==> src/rtl/jt12_slot_acc_pkg.sv <==
// jt12_slot_acc_pkg: shared widths, slot-group encoding, carrier table and clip limits
// for the slot accumulator.
package jt12_slot_acc_pkg;

   localparam int NUM_CH_DEF = 6;
   localparam int ACC_W_DEF  = 11;
   localparam int MIX_W_DEF  = 12;

   localparam logic signed [8:0] CLIP_MAX = 9'sd255;
   localparam logic signed [8:0] CLIP_MIN = -9'sd256;

   typedef enum logic [2:0] {
      GRP_NONE = 3'd0,
      GRP_S1   = 3'd1,
      GRP_S3   = 3'd2,
      GRP_S2   = 3'd3,
      GRP_S4   = 3'd4
   } grp_e;

   // Bit order {S1, S2, S3, S4}; indexed by algorithm.
   localparam logic [3:0] CAR_MASK [8] = '{
      4'b0001, 4'b0001, 4'b0001, 4'b0001,
      4'b0101, 4'b0111, 4'b0111, 4'b1111
   };

   function automatic logic is_carrier(input logic [2:0] alg, input grp_e g);
      logic [3:0] m;
      m = CAR_MASK[alg];
      return g == GRP_S1 ? m[3] :
             g == GRP_S2 ? m[2] :
             g == GRP_S3 ? m[1] :
             g == GRP_S4 ? m[0] : 1'b0;
   endfunction

endpackage

==> src/rtl/jt12_sh.sv <==
// jt12_sh: clock-enabled shift register of `stages` words of `width` bits;
// drop is the word written `stages` enabled cycles earlier.
module jt12_sh #(
   parameter int width  = 5,
   parameter int stages = 24
) (
   input  logic             clk,
   input  logic             rst,
   input  logic             cen,
   input  logic [width-1:0] din,
   output logic [width-1:0] drop
);

   logic [width-1:0] r_bits [stages];

   always_ff @(posedge clk) begin
      if (rst) begin
         for (int i = 0; i < stages; i++) r_bits[i] <= '0;
      end else if (cen) begin
         r_bits[0] <= din;
         for (int i = 1; i < stages; i++) r_bits[i] <= r_bits[i-1];
      end
   end

   assign drop = r_bits[stages-1];

endmodule

==> src/rtl/jt12_slot_acc.sv <==
// jt12_slot_acc: sums carrier operators per channel, clips to 9 bits and pans/mixes
// the channels into one stereo sample per frame. Optional DAC override: JT12_DAC_EN.
module jt12_slot_acc
   import jt12_slot_acc_pkg::*;
#(
   parameter int NUM_CH = NUM_CH_DEF,
   parameter int ACC_W  = ACC_W_DEF,
   parameter int MIX_W  = MIX_W_DEF
) (
   input  logic                    clk,
   input  logic                    rst,
   input  logic                    clk_en,
   input  logic                    zero,
   input  logic                    s1_enters,
   input  logic                    s3_enters,
   input  logic                    s2_enters,
   input  logic                    s4_enters,
   input  logic signed [8:0]       op_result,
   input  logic [2:0]              alg,
   input  logic [1:0]              rl,
`ifdef JT12_DAC_EN
   input  logic                    dac_en,
   input  logic signed [8:0]       dac_val,
`endif
   output logic signed [MIX_W-1:0] left,
   output logic signed [MIX_W-1:0] right,
   output logic                    sample
);

   localparam int CW = $clog2(NUM_CH);

   logic [CW-1:0]           r_ch;
   logic [CW-1:0]           w_ch;
   logic [CW-1:0]           w_ch_nx;
   grp_e                    w_grp;
   logic                    w_first;
   logic                    w_last;
   logic                    w_done;
   logic signed [ACC_W-1:0] w_contrib;
   logic signed [ACC_W-1:0] w_acc;
   logic signed [ACC_W-1:0] w_acc_nx;
   logic signed [ACC_W-1:0] w_sum;
   logic signed [8:0]       w_clip;
   logic signed [8:0]       w_mix_in;
   logic signed [MIX_W-1:0] w_mix_ext;
   logic signed [MIX_W-1:0] r_lmix;
   logic signed [MIX_W-1:0] r_rmix;
   logic signed [MIX_W-1:0] w_lmix;
   logic signed [MIX_W-1:0] w_rmix;

   // The ring output is the same channel's partial sum from the previous group.
   jt12_sh #(.width(ACC_W), .stages(NUM_CH)) u_acc (
      .clk  (clk),
      .rst  (rst),
      .cen  (clk_en),
      .din  (w_acc_nx),
      .drop (w_acc)
   );

   always_comb begin
      w_ch      = zero ? '0 : r_ch;
      w_ch_nx   = zero ? CW'(1) : (r_ch == CW'(NUM_CH-1) ? '0 : r_ch + 1'b1);
      w_grp     = s2_enters ? GRP_S1 : s4_enters ? GRP_S3 :
                  s1_enters ? GRP_S2 : s3_enters ? GRP_S4 : GRP_NONE;
      w_first   = w_ch == '0;
      w_last    = w_ch == CW'(NUM_CH-1);
      w_done    = w_grp == GRP_S4 && w_last;
      w_contrib = is_carrier(alg, w_grp) ? {{(ACC_W-9){op_result[8]}}, op_result} : '0;
      w_sum     = w_acc + w_contrib;
      w_acc_nx  = w_grp == GRP_S1 ? w_contrib : w_grp == GRP_NONE ? w_acc : w_sum;
      w_clip    = w_sum > ACC_W'(CLIP_MAX) ? CLIP_MAX :
                  w_sum < ACC_W'(CLIP_MIN) ? CLIP_MIN : w_sum[8:0];
`ifdef JT12_DAC_EN
      w_mix_in  = (dac_en && w_last) ? dac_val : w_clip;
`else
      w_mix_in  = w_clip;
`endif
      w_mix_ext = {{(MIX_W-9){w_mix_in[8]}}, w_mix_in};
      w_lmix    = (w_first ? '0 : r_lmix) + (rl[1] ? w_mix_ext : '0);
      w_rmix    = (w_first ? '0 : r_rmix) + (rl[0] ? w_mix_ext : '0);
   end

   always_ff @(posedge clk) begin
      if (rst) begin
         r_ch   <= '0;
         r_lmix <= '0;
         r_rmix <= '0;
         left   <= '0;
         right  <= '0;
         sample <= 1'b0;
      end else if (clk_en) begin
         r_ch   <= w_ch_nx;
         sample <= w_done;
         if (w_grp == GRP_S4) begin
            r_lmix <= w_lmix;
            r_rmix <= w_rmix;
         end
         if (w_done) begin
            left  <= w_lmix;
            right <= w_rmix;
         end
      end
   end

endmodule

==> config.mk <==
export PLATFORM = sky130hd
export DESIGN_NAME = jt12_slot_acc
export DESIGN_NICKNAME = d
export VERILOG_FILES = /design/src/rtl/jt12_slot_acc_pkg.sv /design/src/rtl/jt12_sh.sv /design/src/rtl/jt12_slot_acc.sv
export SDC_FILE = /design/constraint.sdc
export NUM_CORES = 1
export LEC_CHECK = 0
export CELL_PAD_IN_SITES_DETAIL_PLACEMENT = 2
export CELL_PAD_IN_SITES_GLOBAL_PLACEMENT = 2
export CORE_UTILIZATION = 40
export DETAILED_ROUTE_END_ITERATION = 10
export HOLD_SLACK_MARGIN = 0.03
export PLACE_DENSITY_LB_ADDON = 0.1
export SYNTH_ARGS = -nofsm -noshare
export SYNTH_HDL_FRONTEND = slang
export SYNTH_SLANG_ARGS = --single-unit
==> constraint.sdc <==
create_clock -name clk -period 14.6 [get_ports clk]
set_input_delay 3.65 -clock clk [delete_from_list [all_inputs] [get_ports clk]]
set_output_delay 3.65 -clock clk [all_outputs]
set_load 0.02 [all_outputs]
---- Word-level counts from Yosys, hierarchy flattened ----
Memory sizes are Yosys's and may differ from the RTL's.
Cells that the tools add are included.
operators by class
  $add $sub $neg .......................... 4
  order comparisons ....................... 3
  eq/ne operators ......................... 6
  muxes and demuxes ....................... 33
  bitwise logic cells ..................... 7
  reductions and logical operators ........ 5
operators by type and width
  cell                                                             number
  2-to-1 mux 11 bit                                                9
  2-to-1 mux 12 bit                                                4
  adder 12 bit                                                     2
  2-to-1 mux 3 bit                                                 7
  2-to-1 mux 9 bit                                                 2
  adder 11 bit                                                     1
  greater-than comparator 11 x 9 -> 1 bit (second input constant)  1
  less-than comparator 11 x 9 -> 1 bit (second input constant)     1
  equality test 3 bit (second input constant)                      3
  2-to-1 mux 1 bit                                                 9
  2-to-1 mux 4 bit                                                 2
  equality test 3 x 2 -> 1 bit (second input constant)             2
  zero test 3 bit                                                  2
  bitwise OR 1 bit                                                 6
  >= comparator 4 bit (second input constant)                      1
  NOT 3 -> 4 bit                                                   1
  AND reduction 2 bit                                              2
  adder 3 x 1 -> 3 bit (second input constant)                     1
  equality test 3 x 1 -> 1 bit (second input constant)             1
  logical AND 1 bit                                                1
storage, ports and cells
  register bits after elaboration ......... 52
  RAM bits ................................ 66
  bits in read-only memories .............. 32
  input bits .............................. 22
  output and inout port bits .............. 25
  memories ................................ 2
memory list
  memory            words  bits a word  read ports  clocked after Yosys merged registers in  wr ports  RTL line                 RTL
  u_acc.r_bits      6      11           6           0                                        6         jt12_sh.sv:14            logic [width-1:0] r_bits [stages];
  (name not given)  8      4            1           0                                        0         jt12_slot_acc_pkg.sv:28  m = CAR_MASK[alg];

---- Longest topological paths before layout ----
  depth in word-level cells ............... 16
  gate-level depth with buffers ........... 25
  gate-level depth less buffers ........... 23

---- Hierarchy ----
Synthesis repeated with hierarchy kept, for this count alone.
unflattened totals
  cell total of the unflattened synthesis .. 692
  area total of the unflattened synthesis .. 6787.8 µm²
modules (own cells, without submodules)
  module         times used  cells each  area an instance (µm²)  seq. area each (µm²)
  jt12_slot_acc  1           534         4045.1                  1041.0
  jt12_sh        1           158         2742.6                  1981.9

---- Least setup slack after synthesis ----
No wires, ideal clock.
  kind .................................... input to register
  from .................................... input port s1_enters
  to ...................................... register r_rmix[11]
  library setup time ...................... 0.062 ns
  arrival time ............................ 8.699 ns
  required time ........................... 14.538 ns
  setup slack ............................. 5.839 ns
  stages .................................. 22
  path through ............................ nor3_1 a2111oi_1 or2_2 clkbuf_1 and2_1 ha_1 fa_1 a211oi_2 o21ai_1 a41oi_4 xnor3_1 buf_6 a211o_1 o21ai_0 ha_1 a211oi_1 o21a_1 o31ai_1 o41a_1 and3_1 or4_1 nand3_1
on the way
  longest elaborated chain between the ends .. 15
  elaborated cells on any way between the ends .. 20
  classes of those cells .................. 2 x add/sub; 2 x order compare; 4 x eq/ne; 11 x mux; 1 x reduce/logical
ends and longest elaborated chain
  item                                  RTL line                                      RTL
  from (decl)                           jt12_slot_acc.sv:14                           input logic s1_enters,
  2-to-1 mux 3 bit (*)                  jt12_slot_acc.sv:64                           s1_enters ? GRP_S2 : s3_enters ? GRP_S4 : GRP_NONE;
  2-to-1 mux 3 bit (*) (2 in series)    jt12_slot_acc.sv:63                           w_grp = s2_enters ? GRP_S1 : s4_enters ? GRP_S3 :
  equality test 3 bit                   jt12_slot_acc_pkg.sv:32, jt12_slot_acc.sv:94
  2-to-1 mux 1 bit                      jt12_slot_acc_pkg.sv:32                       g == GRP_S4 ? m[0] : 1'b0;
  2-to-1 mux 1 bit                      jt12_slot_acc_pkg.sv:31                       g == GRP_S3 ? m[1] :
  2-to-1 mux 1 bit                      jt12_slot_acc_pkg.sv:30                       g == GRP_S2 ? m[2] :
  2-to-1 mux 1 bit                      jt12_slot_acc_pkg.sv:29                       return g == GRP_S1 ? m[3] :
  2-to-1 mux 11 bit                     jt12_slot_acc.sv:68                           w_contrib = is_carrier(alg, w_grp) ? {{(ACC_W-9){op_result[8]}}, op_result} : '0;
  adder 11 bit                          jt12_slot_acc.sv:69                           w_sum = w_acc + w_contrib;
  less-than comparator 11 x 9 -> 1 bit  jt12_slot_acc.sv:72                           w_sum < ACC_W'(CLIP_MIN) ? CLIP_MIN : w_sum[8:0];
  2-to-1 mux 9 bit                      jt12_slot_acc.sv:72
  2-to-1 mux 9 bit                      jt12_slot_acc.sv:71                           w_clip = w_sum > ACC_W'(CLIP_MAX) ? CLIP_MAX :
  2-to-1 mux 12 bit                     jt12_slot_acc.sv:80                           w_rmix = (w_first ? '0 : r_rmix) + (rl[0] ? w_mix_ext : '0);
  adder 12 bit                          jt12_slot_acc.sv:80
  to (signal assigned)                  jt12_slot_acc.sv:96                           r_rmix <= w_rmix;
  to (decl)                             jt12_slot_acc.sv:47                           logic signed [MIX_W-1:0] r_rmix;
Every way passes the cells marked *; elsewhere a longest branch is shown, timed or not.
A chain may end at the register's enable or synchronous reset.

---- Worst setup path in the final report ----
  from .................................... input port s2_enters
  to ...................................... register left[10]
on the way
  longest elaborated chain between the ends .. 13
  elaborated cells on any way between the ends .. 19
  classes of those cells .................. 2 x add/sub; 2 x order compare; 4 x eq/ne; 9 x mux; 2 x reduce/logical
ends and longest elaborated chain
  item                                  RTL line                                      RTL
  from (decl)                           jt12_slot_acc.sv:16                           input logic s2_enters,
  2-to-1 mux 3 bit (*)                  jt12_slot_acc.sv:63
  equality test 3 bit                   jt12_slot_acc_pkg.sv:32, jt12_slot_acc.sv:67
  2-to-1 mux 1 bit                      jt12_slot_acc_pkg.sv:32
  2-to-1 mux 1 bit                      jt12_slot_acc_pkg.sv:31
  2-to-1 mux 1 bit                      jt12_slot_acc_pkg.sv:30
  2-to-1 mux 1 bit                      jt12_slot_acc_pkg.sv:29
  2-to-1 mux 11 bit                     jt12_slot_acc.sv:68
  adder 11 bit                          jt12_slot_acc.sv:69
  less-than comparator 11 x 9 -> 1 bit  jt12_slot_acc.sv:72
  2-to-1 mux 9 bit                      jt12_slot_acc.sv:72
  2-to-1 mux 9 bit                      jt12_slot_acc.sv:71
  2-to-1 mux 12 bit                     jt12_slot_acc.sv:79                           w_lmix = (w_first ? '0 : r_lmix) + (rl[1] ? w_mix_ext : '0);
  adder 12 bit                          jt12_slot_acc.sv:79
  to (signal assigned)                  jt12_slot_acc.sv:99                           left <= w_lmix;
  to (decl)                             jt12_slot_acc.sv:25                           output logic signed [MIX_W-1:0] left,
Marked as above.

==> flow_summary.json <==
{
  "clockRootBuffer": "clkbuf_16",
  "synth_ff_type": "edfxtp_1",
  "cts-resized-gates": 0,
  "final_max_slew_viol_count": 0,
  "routed_via_density": 5.41,
  "setup_tns_ns": 0,
  "hold_violations": 0,
  "cp_max_fo": 22,
  "worst_hold_path_type": "reg2reg",
  "synth_area_per_cell_um2": 9.31,
  "max_cap_viol_count": 0,
  "synth_area_leaders": "edfxtp_1 (31%), dfxtp_1 (16%), and2_1 (8.7%)",
  "yosysSeqAreaShare": 0.466,
  "via_count": 5212,
  "max_freq_mhz": 96.4,
  "min_to": "left[6]",
  "r2r_start": "u_acc.r_bits[0][55]",
  "grt_pass1_wl_um": 29700,
  "clockBufferDepth": 2,
  "synth_cell_type_count": 57,
  "ys_seq_elements": 118,
  "clkLatencyLatePin_ns": 0.43,
  "hold_start": "left[6]",
  "drive_gt1_frac": 0.0736,
  "synth_edf_count": 66,
  "worst_pin_slew_ns": 0.862,
  "post-route-drc-count": 0,
  "ir_drop_uv": 117,
  "fin_worst_skew_ns": 0.00996,
  "min_path_cells": 2,
  "cts_setup_buffers": 0,
  "drtPass1Iterations": 4,
  "tritoncts": "yes",
  "timing.hold.ws_ns": 0.455,
  "die_w_um": 129,
  "core_um2": 15900,
  "n_antenna_cell": 0,
  "antenna_found_initial": 0,
  "power_density_nw_per_um2": 115,
  "dr.first_iter.drc_count": 127,
  "grtUsageTotal": 0.239,
  "status": "finished clean",
  "yosysMostFrequentCell": "nand2_1",
  "synthArstFlopShare": 0,
  "required_ns": 14.88,
  "finalSetupViolations": 0,
  "startpoint_type": "input pin",
  "dpl.hpwl_um": 12700,
  "grt_pass1_vias": 5610,
  "area_delta_synth_final_pct": 18.8,
  "rsz0062_at_grt": "no",
  "routed_wl_um": 18800,
  "die-area_um2": 16700,
  "path_cells": "clkdlybuf4s50_1 -> nor3_1 -> a2111oi_1 -> or2_2 -> and2_1 -> ha_1 -> fa_1 -> a211oi_2 -> o21ai_1 -> a41oi_4 -> xnor3_1 -> a21boi_0 -> o22ai_1 -> and2_1 -> ha_1 -> inv_1 -> fa_1 -> nor2b_1 -> o21ai_0 -> a21boi_0 -> o21ai_0 -> a211oi_1 -> or2_2 -> o311ai_0",
  "grt_max_degree": 67,
  "port_buffers": 46,
  "wl_per_cell_um": 19.5,
  "gp_congestion": 0.863,
  "reg2reg_slack_ns": 9.08,
  "postSynthCellCount": 697,
  "fin_nets": 791,
  "die_h_um": 129,
  "rr_worst_depth": 19,
  "finalWorstSetupSlack_ns": 4.23,
  "io_pins": 47,
  "cp_data_arrival_time_ns": 10.66,
  "crit_path_top_delay_cell": "clkdlybuf4s50_1",
  "hold_buffers": 0,
  "synthesis.nets": 754,
  "post-route-min-period_ns": 10.37,
  "h-tree-depth": 4,
  "place_ws_ns": 3.92,
  "p_leak_uw": 0.00301,
  "synthTopCellsByCount": "nand2_1 (103), and2_1 (90), edfxtp_1 (66)",
  "num_rows": 46,
  "start_util": 0.409,
  "cts_buffers": 17,
  "crit_path_end_kind": "register",
  "synth_area_um2": 6490,
  "timing.rr.end": "left[10]",
  "clk_pin_slew_ns": 0.06,
  "yosysWarnings": 0,
  "grt-ovfl-total": 0,
  "ant_nets": 0,
  "yosys.area.top_type": "edfxtp_1",
  "cts_sinks": 118,
  "yosysTopAreaCellShare": 0.305,
  "finalCritPeriodShare": 0.711,
  "path_class": "in2reg",
  "max-slew-margin-rel": 0.424,
  "slowest_delay_ns": 0.82
}
-- cell type report --
type | count | area (um2)
clock buffer | 17 | 425
clock inverter | 15 | 144
fill | 1710 | 8180
inverter | 15 | 56.3
multi-input combinational | 528 | 3280
sequential | 118 | 3020
tap | 216 | 270
timing repair buffer | 54 | 515
-- worst max-delay path: cells and delay by family --
kind                       cells  cell delay (ns)
adders and majority gates      4             1.29
AOI/OAI and AO/OA             11             2.58
buffers and inverters          2             0.91
xor gates and xnor gates       1             0.56
and+or+nand+nor                6             1.67
-- routing by layer --
metal	wire length (um)	vias to the layer above	global-route usage	share of wire
met5	0	-	0	0
met4	338	0	0.0803	0.018
met3	455	24	0.0537	0.024
met2	9840	62	0.440	0.52
met1	8120	2597	0.271	0.43
li1	-	2529	-	-
-- power by group --
group / leakage [uW] / internal (uW) / switching (uW)
sequential: 0.00115 / 364 / 5.12
clock: 0.000274 / 238 / 175
combinational: 0.00158 / 38.6 / 68.0
total: 0.00301 / 641 / 248
-- worst max path at each step --
stage / start / to / slack [ns] / cells after the start
after CTS: s2_enters / left[10] / 4.22 / 24
after floorplan: s1_enters / r_rmix[11] / 5.84 / 22
final: s2_enters / left[10] / 4.23 / 24
after detailed placement: s2_enters / left[10] / 3.92 / 24
after global placement: s2_enters / left[10] / 4.45 / 24
after global routing: s2_enters / r_lmix[10] / 3.69 / 24
-- flip-flops by register name (all words and copies together), names as in the netlist --
register,count
u_acc.r_bits,66
right,12
left,12
r_ch,3
r_lmix,12
r_rmix,12
sample,1
-- cells by family (layout without fill, tap and decap cells) --
group                    after synthesis  in the layout  share of synthesized area
AO/OA/AOI/OAI                        178            178                      0.173
XOR/XNOR                              20             20                     0.0291
adder cells (fa/ha/maj)               35             35                     0.0709
buffers and inverters                 51            101                     0.0308
flip-flops                           118            118                      0.466
multiplexers                           3              3                    0.00501
AND/OR/NAND/NOR                      292            292                      0.225
-- cells in the final DEF, fill, tap and decap left out, types with 3 or more instances in the layout --
master | synthesis | layout
clkbuf_16 | 0 | 17
and2_1 | 90 | 90
nand2b_1 | 4 | 4
clkdlybuf4s50_1 | 0 | 45
xor2_1 | 4 | 4
edfxtp_1 | 66 | 66
nor2_1 | 41 | 41
nor2b_1 | 6 | 5
nand3_1 | 11 | 11
o311ai_0 | 4 | 4
clkinvlp_4 | 0 | 3
inv_1 | 15 | 15
xnor2_1 | 15 | 15
a21o_1 | 12 | 12
a211oi_1 | 17 | 17
a21boi_0 | 3 | 3
fa_1 | 3 | 3
a21oi_1 | 63 | 63
o21ai_1 | 3 | 3
o21ai_0 | 38 | 38
a211o_1 | 4 | 4
dfxtp_1 | 52 | 52
or4_1 | 3 | 3
nand2_1 | 103 | 103
or3_1 | 3 | 3
inv_6 | 0 | 7
nor3_1 | 14 | 14
o21a_1 | 13 | 13
buf_4 | 0 | 8
or2_2 | 7 | 7
ha_1 | 32 | 32
-- per-stage QoR --
| stage | total power (uW) | instance area [um2] | cells | util |
|---|---|---|---|---|
| 6_report | 889 | 7710 | 963 | 0.485 |
| 5_1_grt | 919 | 7710 | 963 | 0.485 |
| 4_1_cts | 899 | 7710 | 963 | 0.485 |
| 3_5_place_dp | 482 | 7140 | 931 | 0.450 |
| 3_3_place_gp | 477 | 7140 | 931 | 0.450 |
| 2_1_floorplan | 447 | 6490 | 697 | - |
(Power assumes the default switching activity.)
